**src/rtl/mem_map_pkg.sv**
```systemverilog
// Memory map shared by the access sequencer and memory_controller:
// region boundaries, region encoding and sequencer state encoding.
package mem_map_pkg;

    localparam int unsigned ROM_BASE  = 32'h0000_0000;
    localparam int unsigned ROM_LIMIT = 32'h0000_001F;
    localparam int unsigned IO_BASE   = 32'h0000_0020;
    localparam int unsigned IO_LIMIT  = 32'h0000_003F;
    localparam int unsigned RAM_BASE  = 32'h0000_0800;
    localparam int unsigned RAM_LIMIT = 32'h0000_0FFF;

    // Encoding matches memory_controller data_select.
    typedef enum logic [1:0] {
        REG_ROM  = 2'd0,
        REG_IO   = 2'd1,
        REG_RAM  = 2'd2,
        REG_NONE = 2'd3
    } region_e;

    typedef enum logic [1:0] {
        ST_IDLE   = 2'd0,
        ST_ACCESS = 2'd1,
        ST_RESP   = 2'd2
    } seq_state_e;

    function automatic logic in_range(input logic [31:0] addr,
                                      input int unsigned base,
                                      input int unsigned limit);
        return (addr >= base) && (addr <= limit);
    endfunction

endpackage

```
**src/rtl/addr_region_decode.sv**
```systemverilog
// Combinational word-address to memory-region decoder.
module addr_region_decode
    import mem_map_pkg::*;
#(
    parameter int unsigned ADDR_WIDTH = 16
) (
    input  logic [ADDR_WIDTH-1:0] addr_i,
    output region_e               region_o
);

    logic [31:0] addr_ext;

    always_comb begin
        addr_ext = 32'(addr_i);
        region_o = REG_NONE;
        if (in_range(addr_ext, ROM_BASE, ROM_LIMIT)) begin
            region_o = REG_ROM;
        end else if (in_range(addr_ext, IO_BASE, IO_LIMIT)) begin
            region_o = REG_IO;
        end else if (in_range(addr_ext, RAM_BASE, RAM_LIMIT)) begin
            region_o = REG_RAM;
        end
    end

endmodule

```
**src/rtl/mem_access_sequencer.sv**
```systemverilog
// Single bus master between the CPU control unit and memory_controller:
// one request at a time, bus held WAIT_CYCLES, one-cycle response.
module mem_access_sequencer
    import mem_map_pkg::*;
#(
    parameter int unsigned ADDR_WIDTH    = 16,
    parameter int unsigned DATA_WIDTH    = 32,
    parameter int unsigned WAIT_CYCLES   = 1,
    parameter int unsigned ERR_CNT_WIDTH = 8
) (
    input  logic                     clock,
    input  logic                     reset,
    input  logic                     req_valid,
    output logic                     req_ready,
    input  logic                     req_we,
    input  logic [ADDR_WIDTH-1:0]    req_addr,
    input  logic [DATA_WIDTH-1:0]    req_wdata,
    output logic                     rsp_valid,
    output logic [DATA_WIDTH-1:0]    rsp_rdata,
    output logic                     rsp_err,
    output logic [ERR_CNT_WIDTH-1:0] err_count,
    output logic [ADDR_WIDTH-1:0]    mem_address,
    output logic [DATA_WIDTH-1:0]    mem_data_in,
    output logic                     mem_we,
    input  logic [DATA_WIDTH-1:0]    mem_data_out
);

    localparam int unsigned CNT_W = (WAIT_CYCLES > 1) ? $clog2(WAIT_CYCLES) : 1;
    localparam logic [CNT_W-1:0] CNT_LOAD = CNT_W'(WAIT_CYCLES - 1);

    seq_state_e               state_q;
    logic [CNT_W-1:0]         cnt_q;
    logic                     ready_q;
    logic                     we_q;
    logic [ADDR_WIDTH-1:0]    mem_addr_q;
    logic [DATA_WIDTH-1:0]    mem_wdata_q;
    logic                     mem_we_q;
    logic                     rsp_valid_q;
    logic                     rsp_err_q;
    logic [DATA_WIDTH-1:0]    rsp_rdata_q;
    logic [ERR_CNT_WIDTH-1:0] err_cnt_q;
    logic [ERR_CNT_WIDTH-1:0] err_cnt_d;

    region_e req_region_c;
    logic    req_err_c;

    addr_region_decode #(
        .ADDR_WIDTH (ADDR_WIDTH)
    ) u_decode (
        .addr_i   (req_addr),
        .region_o (req_region_c)
    );

    // Unmapped addresses and ROM stores never reach the bus.
    always_comb begin
        req_err_c = (req_region_c == REG_NONE) || ((req_region_c == REG_ROM) && req_we);
        err_cnt_d = (err_cnt_q == '1) ? err_cnt_q : err_cnt_q + ERR_CNT_WIDTH'(1);
    end

    always_ff @(posedge clock or posedge reset) begin
        if (reset) begin
            state_q     <= ST_IDLE;
            cnt_q       <= '0;
            ready_q     <= 1'b0;
            we_q        <= 1'b0;
            mem_addr_q  <= '0;
            mem_wdata_q <= '0;
            mem_we_q    <= 1'b0;
            rsp_valid_q <= 1'b0;
            rsp_err_q   <= 1'b0;
            rsp_rdata_q <= '0;
            err_cnt_q   <= '0;
        end else begin
            rsp_valid_q <= 1'b0;
            case (state_q)
                ST_IDLE: begin
                    ready_q <= 1'b1;
                    if (req_valid && ready_q) begin
                        ready_q <= 1'b0;
                        we_q    <= req_we;
                        if (req_err_c) begin
                            state_q     <= ST_RESP;
                            rsp_valid_q <= 1'b1;
                            rsp_err_q   <= 1'b1;
                            rsp_rdata_q <= '0;
                            err_cnt_q   <= err_cnt_d;
                        end else begin
                            state_q     <= ST_ACCESS;
                            cnt_q       <= CNT_LOAD;
                            mem_addr_q  <= req_addr;
                            mem_wdata_q <= req_wdata;
                            mem_we_q    <= req_we;
                        end
                    end
                end
                ST_ACCESS: begin
                    if (cnt_q == '0) begin
                        state_q     <= ST_RESP;
                        mem_we_q    <= 1'b0;
                        rsp_valid_q <= 1'b1;
                        rsp_err_q   <= 1'b0;
                        rsp_rdata_q <= we_q ? '0 : mem_data_out;
                    end else begin
                        cnt_q <= cnt_q - CNT_W'(1);
                    end
                end
                ST_RESP: begin
                    state_q <= ST_IDLE;
                    ready_q <= 1'b1;
                end
                default: begin
                    state_q <= ST_IDLE;
                    ready_q <= 1'b0;
                end
            endcase
        end
    end

    assign req_ready   = ready_q;
    assign rsp_valid   = rsp_valid_q;
    assign rsp_err     = rsp_err_q;
    assign rsp_rdata   = rsp_rdata_q;
    assign err_count   = err_cnt_q;
    assign mem_address = mem_addr_q;
    assign mem_data_in = mem_wdata_q;
    assign mem_we      = mem_we_q;

endmodule

```
**config.mk**
```make
export PLATFORM = sky130hd
export DESIGN_NAME = mem_access_sequencer
export DESIGN_NICKNAME = d
export VERILOG_FILES = /design/src/rtl/mem_map_pkg.sv /design/src/rtl/addr_region_decode.sv /design/src/rtl/mem_access_sequencer.sv
export SDC_FILE = /design/constraint.sdc
export NUM_CORES = 1
export LEC_CHECK = 0
export CAP_MARGIN = 20
export CORE_ASPECT_RATIO = 1.4
export CORE_MARGIN = 8
export CORE_UTILIZATION = 35
export CTS_CLUSTER_DIAMETER = 60
export DETAILED_ROUTE_END_ITERATION = 6
export HOLD_SLACK_MARGIN = 0.02
export PLACE_DENSITY_LB_ADDON = 0.08
export SLEW_MARGIN = 20
export SYNTH_ARGS = -nofsm -noshare
export SYNTH_HDL_FRONTEND = slang
export SYNTH_SLANG_ARGS = --single-unit
```
**constraint.sdc**
```tcl
create_clock -name clock -period 3.5 [get_ports clock]
set_clock_uncertainty 0.2 [all_clocks]
set_input_delay 0.7 -clock clock [delete_from_list [all_inputs] [get_ports clock]]
set_output_delay 0.7 -clock clock [all_outputs]
set_load 0.01 [all_outputs]
```
==> Word-level counts from Yosys, hierarchy flattened <==
Index checks and enable logic that the tools add are counted.
{ "word_totals": {"regBits": 96, "inputBits": 84} }
{ "op_classes": {"order_cmp": 5, "n_eq_ne": 8, "n_mux": 29, "reduce_logical": 15, "bitwise": 2, "addsub": 2} }
{ "op_table": {"columns": ["op", "count"], "rows": [
  ["32-bit two-way mux", 4],
  ["32-bit case mux with 2 select lines", 1],
  ["16-bit by 12-bit greater-or-equal comparator with 1-bit output, second input constant", 1],
  ["16-bit by 6-bit greater-or-equal comparator with 1-bit output, second input constant", 1],
  ["16-bit by 12-bit <= comparator with 1-bit output, second input constant", 1],
  ["16-bit by 5-bit <= comparator with 1-bit output, second input constant", 1],
  ["16-bit by 6-bit <= comparator with 1-bit output, second input constant", 1],
  ["1-bit two-way mux", 13],
  ["4-bit AND reduction", 3],
  ["2-bit two-way mux", 5],
  ["8-bit by 1-bit adder with 8-bit output, second input constant", 1],
  ["8-bit equality test, second input constant", 1],
  ["2-bit != test, second input constant", 4],
  ["1-bit case mux with 2 select lines", 4],
  ["3-bit AND reduction", 2],
  ["2-bit equality test, second input constant", 2],
  ["1-bit logical AND", 4],
  ["2-bit zero test", 2],
  ["2-bit case mux with 2 select lines", 1],
  ["2-bit AND reduction", 2],
  ["1-bit case mux with 3 select lines", 1],
  ["2-bit by 1-bit equality test with 1-bit output, second input constant", 1],
  ["1-bit NOT", 2],
  ["2-bit nonzero test", 1],
  ["other kinds (2)", 2]
]} }

==> Depth between registers and ports, before layout <==
Gate-level depths: netlist of run 1.
{ "logic_depth": {"word_depth": 11, "mapped_depth": 7} }

==> Cells and area by module <==
From an unflattened synthesis of run 1, not the netlist that was laid out.
{ "unflattened": {"cells_unflattened": 237, "hier_area_um2": 3606.0} }
{ "modules_own_cells": {"columns": ["module", "area_per_inst_um2", "cells_each", "instances", "seq_area_each_um2"], "rows": [
  ["mem_access_sequencer", 3568.4, 232, 1, 2377.3],
  ["addr_region_decode", 37.5, 5, 1, 0.0]
]} }

==> Worst setup path before layout of run 1 <==
OpenSTA, ideal clock, no wires.
{ "synth_path": {"path_type": "input-to-reg", "start": "in req_addr[7]", "end": "reg mem_addr_q[5] (netlist: mem_address[5])", "n_path_buf": 2, "cell_stages": 7, "arrival_ns": 1.883, "required_time_ns": 3.173, "slack_ns": 1.289, "cell_sequence": "nor3_1 -> a31o_2 -> nand2_2 -> nor2_4 -> buf_6 -> buf_8 -> mux2_1"} }
{ "synth_between": {"elab_chain_len": 10} }
{ "synth_lines": {"columns": ["item", "line", "rtl"], "rows": [
  ["from (decl)", "mem_access_sequencer.sv:16", "input logic [ADDR_WIDTH-1:0] req_addr,"],
  ["16-bit by 12-bit greater-or-equal comparator with 1-bit output or 16-bit by 12-bit <= comparator with 1-bit output (tied branches)", "mem_map_pkg.sv:29", "return (addr >= base) && (addr <= limit);"],
  ["1-bit logical AND", "mem_map_pkg.sv:29", null],
  ["1-bit two-way mux", "addr_region_decode.sv:20", "end else if (in_range(addr_ext, RAM_BASE, RAM_LIMIT)) begin"],
  ["2-bit two-way mux", "addr_region_decode.sv:18", "end else if (in_range(addr_ext, IO_BASE, IO_LIMIT)) begin"],
  ["2-bit two-way mux (*)", "addr_region_decode.sv:16", "if (in_range(addr_ext, ROM_BASE, ROM_LIMIT)) begin"],
  ["2-bit zero test", "mem_access_sequencer.sv:56", "req_err_c = (req_region_c == REG_NONE) || ((req_region_c == REG_ROM) && req_we);"],
  ["1-bit logical AND", "mem_access_sequencer.sv:56", null],
  ["1-bit logical OR (*)", "mem_access_sequencer.sv:56", null],
  ["1-bit NOT (no source line) (*)", null, null],
  ["3-bit AND reduction (no source line) (*)", null, null],
  ["to (signal assigned)", "mem_access_sequencer.sv:90", "mem_addr_q <= req_addr;"],
  ["to (decl)", "mem_access_sequencer.sv:35", "logic [ADDR_WIDTH-1:0] mem_addr_q;"]
]} }
Every way passes the cells marked *; elsewhere a longest branch is shown, timed or not.
A chain may end at the register's enable or synchronous reset.

==> Worst setup path after layout of run 1 <==
{ "layout_path": {"start": "in req_addr[7]", "end": "reg mem_wdata_q[17] (netlist: mem_data_in[17])"} }
{ "layout_between": {"elab_chain_len": 10} }
{ "layout_lines": {"columns": ["item", "line", "rtl"], "rows": [
  ["16-bit by 12-bit greater-or-equal comparator with 1-bit output or 16-bit by 12-bit <= comparator with 1-bit output (tied branches)", "mem_map_pkg.sv:29", null],
  ["1-bit logical AND", "mem_map_pkg.sv:29", null],
  ["1-bit two-way mux", "addr_region_decode.sv:20", null],
  ["2-bit two-way mux", "addr_region_decode.sv:18", null],
  ["2-bit two-way mux (*)", "addr_region_decode.sv:16", null],
  ["2-bit zero test", "mem_access_sequencer.sv:56", null],
  ["1-bit logical AND", "mem_access_sequencer.sv:56", null],
  ["1-bit logical OR (*)", "mem_access_sequencer.sv:56", null],
  ["1-bit NOT (no source line) (*)", null, null],
  ["3-bit AND reduction (no source line) (*)", null, null],
  ["to (signal assigned)", "mem_access_sequencer.sv:91", "mem_wdata_q <= req_wdata;"],
  ["to (decl)", "mem_access_sequencer.sv:36", "logic [DATA_WIDTH-1:0] mem_wdata_q;"]
]} }
Marked as above.

==> results.toml, run 1 <==
[sta]
rsz0062_at_grt = "false"
finalHoldViolCount = 0
min_period_ns = 2.66
drv_slew = 0
setup_violations = 0
period_share_pct = 76.1
worst_pin_slew_ns = 0.439
fmax_ghz = 0.375
tns_ns = 0
hold_slack_ns = 0.282
max-slew-margin-rel_pct = 70.7

[clock_network]
cts_max_level = 3
clock_sinks = 95
cts_made_buffers = 9
post-cts-setup-buffers = 0
clkTransAtPathRegs_ns = 0.06
cts.hold.buffers_added = 0
tritoncts = "built"
cts_resized = 0
clk_latency_ns = 0.33
cts_buffer_depth = 2
cts_root_buf = "clkbuf_16"

[cells_and_area]
nets = 502
final_cells = 559
final_common_cell = "clkdlybuf4s50_1"
diodes = 0
layout_common_cells = "clkdlybuf4s50_1, dfrtp_1, mux2_2"
areaGrowthSynthToFinish_pct = 60.4
fill_cells = 880
drive_gt1_share_pct = 16.2

[detailed_routing]
wl_per_cell_um = 17.5
drtAntennaViolNets = 0
dr.max_layer_used = "met4"
vias = 2625
drt_iter0_drc = 68
drt_wl_total_mm = 9.79
wl_met3_um = 973
remaining_drc_errors = 0
drtPass1Iterations = 4
wl_met2_mm = 4.89
wl_met1_mm = 3.83
viasPerCell = 4.70

[synth]
syn-mean-instance-area_um2 = 15.3
yosysSeqAreaShare_pct = 65.4
syn-num-nets = 322
synth_cells = 237
syn_area_um2 = 3640
synth_cell_types = 36
synth_warnings = 0
ys_seq_elements = 95

[critical_path]
crit_slowest_cell = "clkdlybuf4s50_1"
crit_family = "simple AND/OR/NAND/NOR gates"
slowest_delay_ns = 0.41
crit_type = "in2reg"
worstPathMaxFanout = 33
cp.required_ns = 3.51
path_buf_inv = 2
critPathArrivalTime_ns = 2.67
crit_path_start_kind = "input port"
cp_cell_sequence = "clkdlybuf4s50_1 > nor3_1 > a31o_2 > nand2_2 > nor2_4 > buf_12 > mux2_2"
setup.worst_path.end_class = "flop"

[die]
dieArea_um2 = 14000
rows = 44
die-height_um = 137
initial_core_util_pct = 35.5
core_um2 = 10200
die_w_um = 102
io_pins = 176

[power]
peakVddDrop_mv = 0.227
p_leak_nw = 2.60
p_per_area_nw_per_um2 = 505

[global_route]
grt_max_degree = 71
grt.overflow.total = 0
antenna_found_initial = 0
grt_pass1_vias = 2771
grt_usage_pct = 14.0
grt_pass1_wl_mm = 14.9

[status]
status = "complete, no violations"

[placement]
dp_hpwl_mm = 7.40
io_buffers = 175
gp_congestion = 0.708
dp_cells = 544

[worst_hold_path]
hold_class = "reg2reg"

[job]
cap_violations = 0
power breakdown:
part	internal, W	switching, W	leakage (nW)
logic	0.000432	0.000254	1.19
clock network	0.000550	0.000378	0.129
registers	0.00124	0.0000938	1.27
total	0.00222	0.000725	2.60
sequential cells by signal (all words and copies together), names as in the netlist:
signal / count
rsp_rdata: 32
mem_data_in: 32
rsp_valid: 1
mem_we: 1
state_q: 2
err_count: 8
req_ready: 1
mem_address: 16
rsp_err: 1
we_q: 1
cell type report:
cell class	count	area, µm²	share of cell area (%)
well taps	138	173	2.96
clock buffers	12	236	4.05
multi-input cells	127	1170	20.1
repair buffers	180	1810	31.1
clock inverters	3	45.0	0.772
inverters	4	17.5	0.300
flip-flops and latches	95	2380	40.7
cell usage after synthesis:
library cell  instances  share of area (%)
and3_1                4               0.69
xor2_1                1               0.24
nand4bb_1             1               0.31
nand3_1               3               0.41
mux2_2               41                 13
clkbuf_1              3               0.31
mux2_1                7                2.2
or2_4                 1               0.24
a21oi_1               2               0.28
o31ai_1               1               0.21
nand3b_4              1               0.55
nor2_4                1               0.31
nor2_1                4               0.41
a21oi_2               1               0.24
a22o_1               32                7.7
buf_2                 3               0.41
xnor2_1               3               0.72
nor2b_1               4               0.69
inv_1                 4               0.41
nand2_2               1               0.17
nor4_4                1               0.58
nor3_1                1               0.14
and4b_1               1               0.28
buf_8                 1               0.41
a21o_1                1               0.21
buf_4                 3               0.62
ha_1                  1               0.34
nand4_1               2               0.34
nand2_1               4               0.41
dfrtp_1              95                 65
o211ai_1              1               0.21
a21boi_4              1               0.52
nand2b_1              4               0.69
and2_1                1               0.17
a31o_2                1               0.24
buf_6                 1               0.31
worst paths after layout:
kind,startpoint,endpoint,slack [ns],depth (start not counted)
setup reg to reg,state_q[1]$_DFFE_PP0N_,err_count[1]$_DFFE_PP0P_,1.42,5
setup / recovery,req_addr[7],mem_data_in[17]$_DFFE_PP0P_,0.84,7
max in group asynchronous,reset,rsp_rdata[0]$_DFFE_PP0P_,1.93,3
min in group asynchronous,reset,mem_data_in[27]$_DFFE_PP0P_,0.48,2
hold reg to reg,mem_address[5]$_DFFE_PP0P_,mem_address[5]$_DFFE_PP0P_,0.28,1
hold / removal,mem_address[5]$_DFFE_PP0P_,mem_address[5]$_DFFE_PP0P_,0.28,1
through the flow:
| stage | utilization [%] | area [µm²] | worst slack [ns] | total power, W |
|---|---|---|---|---|
| 6_report | 57.0 | 5840 | 0.835 | 0.00295 |
| 5_1_grt | 57.0 | 5840 | 0.720 | 0.00311 |
| 4_1_cts | 57.0 | 5840 | 0.826 | 0.00301 |
| 3_5_place_dp | 54.2 | 5550 | 0.472 | 0.00206 |
| 3_3_place_gp | 54.2 | 5550 | 0.489 | 0.00204 |
| 2_1_floorplan | - | 3640 | 0.123 | 0.00161 |
cell families after synthesis:
group	after synthesis	share of synthesized area (%)
flip-flops	95	65.4
multiplexers	48	14.9
AO/OA/AOI/OAI	40	9.60
AND/OR/NAND/NOR	34	6.40
buffers and inverters	15	2.48
XOR/XNOR	4	0.963
adder cells (fa/ha/maj)	1	0.344
layer usage:
layer	vias up	global-route usage, %
met3	9	6.06
met1	1294	16.0
met4	0	5.16
li1	1211	-
met2	111	22.6
met5	-	0
(Power assumes the default switching activity.)
==> run 2: changes to the inputs <==
- clock period: 3.5 -> 2.2 ns (I/O delays scaled with it)
==> results.toml, run 2 (synthesis gave the netlist of run 1 again) <==
[status]
status = "complete, no violations"

[critical_path]
crit_family = "buffers and inverters"
crit_type = "in2reg"
cp_cell_sequence = "clkdlybuf4s50_1 > nand2b_1 > a31o_2 > buf_4 > a21oi_4 > and2_1 > mux2_2"
cp.required_ns = 2.23
path_buf_inv = 2
rr_startpoint = "state_q[1]$_DFFE_PP0N_"
setup.worst_path.end_class = "flop"
reg2reg_to = "mem_data_in[29]$_DFFE_PP0P_"
slowest_delay_ns = 0.53
crit_path_start_kind = "input port"
reg2regPathDepth = 5
crit_slowest_cell = "clkdlybuf4s50_1"
worstPathMaxFanout = 6
reg2reg_slack_ns = 0.35
crit_start = "req_we"
path_depth = 7
crit_end = "err_count[1]$_DFFE_PP0P_"
critPathArrivalTime_ns = 2.11

[clock_network]
clock_sinks = 95
cts_root_buf = "clkbuf_16"
tritoncts = "built"
clkTransAtPathRegs_ns = 0.07
cts_max_level = 3
clk_latency_ns = 0.33
cts.hold.buffers_added = 0
cts_buffer_depth = 2
post-cts-setup-buffers = 0
cts_made_buffers = 9

[power]
power.total_w = 0.00484
p_per_area_nw_per_um2 = 808
p_leak_nw = 2.68
pwr-share-seq_pct = 43.8
peakVddDrop_mv = 0.410
combPwrFrac_pct = 23.3
switching_share_pct = 24.9
intPower_w = 0.00363
switching_power_w = 0.00121
clkPwrFrac_pct = 32.9

[placement]
dp_slack_ns = -0.362
dp_hpwl_mm = 7.49
gp_congestion = 0.731
dp_cells = 554
io_buffers = 175

[die]
initial_core_util_pct = 35.5
rows = 44
die-height_um = 137
die_w_um = 102
dieArea_um2 = 14000
io_pins = 176
core_um2 = 10200

[sta]
worst_pin_slew_ns = 0.327
max-slew-margin-rel_pct = 78.2
tns_ns = 0
finalWorstSetupSlack_ns = 0.111
min_period_ns = 2.09
rsz0062_at_grt = "false"
setup_violations = 0
period_share_pct = 94.9
drv_slew = 0
fmax_ghz = 0.479
hold_slack_ns = 0.223
finalHoldViolCount = 0

[job]
cap_violations = 0

[detailed_routing]
viasPerCell = 4.67
drt_wl_total_mm = 9.91
vias = 2664
drt_iter0_drc = 64
drtAntennaViolNets = 0
remaining_drc_errors = 0
wl_per_cell_um = 17.4
drtPass1Iterations = 4

[global_route]
antenna_found_initial = 0
grt_usage_pct = 14.1
grt_max_degree = 43
grt_pass1_vias = 2855
grt_pass1_wl_mm = 15.1
grt.overflow.total = 0

[worst_hold_path]
hold_class = "in2async"

[cells_and_area]
areaGrowthSynthToFinish_pct = 64.8
drive_gt1_share_pct = 19.0
diodes = 0
nets = 512
layout_common_cells = "clkdlybuf4s50_1, dfrtp_1, mux2_2"
final_common_cell = "clkdlybuf4s50_1"
fill_cells = 882
final_cells = 570
[run 2: cell types whose count changed in the layout (fill, tap and decap cells not counted), sizes merged]
| cell | delta |
|---|---|
| buf | +10 |
| clkinv | +1 |
| clkinvlp | +1 |
| inv | -1 |
[run 2: through the flow]
step / instance area [µm²] / util (%)
after floorplan: 3640 / -
after global routing: 5990 / 58.5
after detailed placement: 5670 / 55.4
final: 5990 / 58.5
after CTS: 5980 / 58.4
after global placement: 5670 / 55.4
[run 2: repair_timing]
item / 4_1_cts / 5_1_grt
endpoints found under the setup margin: 0 / 7
resized for setup: 0 / 3
hold endpoints to repair: 0 / 0
[run 2: layout make-up]
class,count,area (µm²),share of cell area [%]
multi-input combinational,127,1180,19.8
inverter,4,18.8,0.313
clock buffer,12,256,4.28
sequential,95,2380,39.7
timing repair buffer,190,1930,32.2
tap,138,173,2.88
clock inverter,4,53.8,0.898
[run 2: per-layer routing]
layer	GRT usage [%]	vias to the layer above	wire [µm]
met5	0	-	0
met4	5.57	0	175
met3	5.30	12	867
met2	23.1	110	5010
met1	16.2	1305	3860
li1	-	1237	-
[run 2: worst reg2reg max path, stage by stage (launching register included)]
cell and delay, ns:
dfrtp_1 0.39, nand3b_4 0.16, or2_4 0.26, nor2_4 0.14, buf_12 0.22, mux2_2 0.38
[run 2: how the worst min path moves through the flow]
stage | start | to | slack, ns | depth (start not counted)
after floorplan | state_q[0]$_DFFE_PP0N_ | req_ready$_DFFE_PP0N_ | 0.27 | 1
after global placement | rsp_err$_DFFE_PP0P_ | rsp_err$_DFFE_PP0P_ | 0.26 | 1
after detailed placement | rsp_err$_DFFE_PP0P_ | rsp_err$_DFFE_PP0P_ | 0.27 | 1
after CTS | reset | mem_address[10]$_DFFE_PP0P_ | 0.22 | 2
after global routing | reset | mem_address[10]$_DFFE_PP0P_ | 0.26 | 2
final | reset | mem_address[10]$_DFFE_PP0P_ | 0.22 | 2
[run 2: power groups by stage]
stage               combinational [W]  sequential, W  clock [W]
floorplan                    0.000318        0.00224          0
global placement              0.00113        0.00215          0
detailed placement            0.00115        0.00216          0
CTS                           0.00115        0.00213    0.00165
global route                  0.00121        0.00216    0.00170
finish                        0.00113        0.00212    0.00159
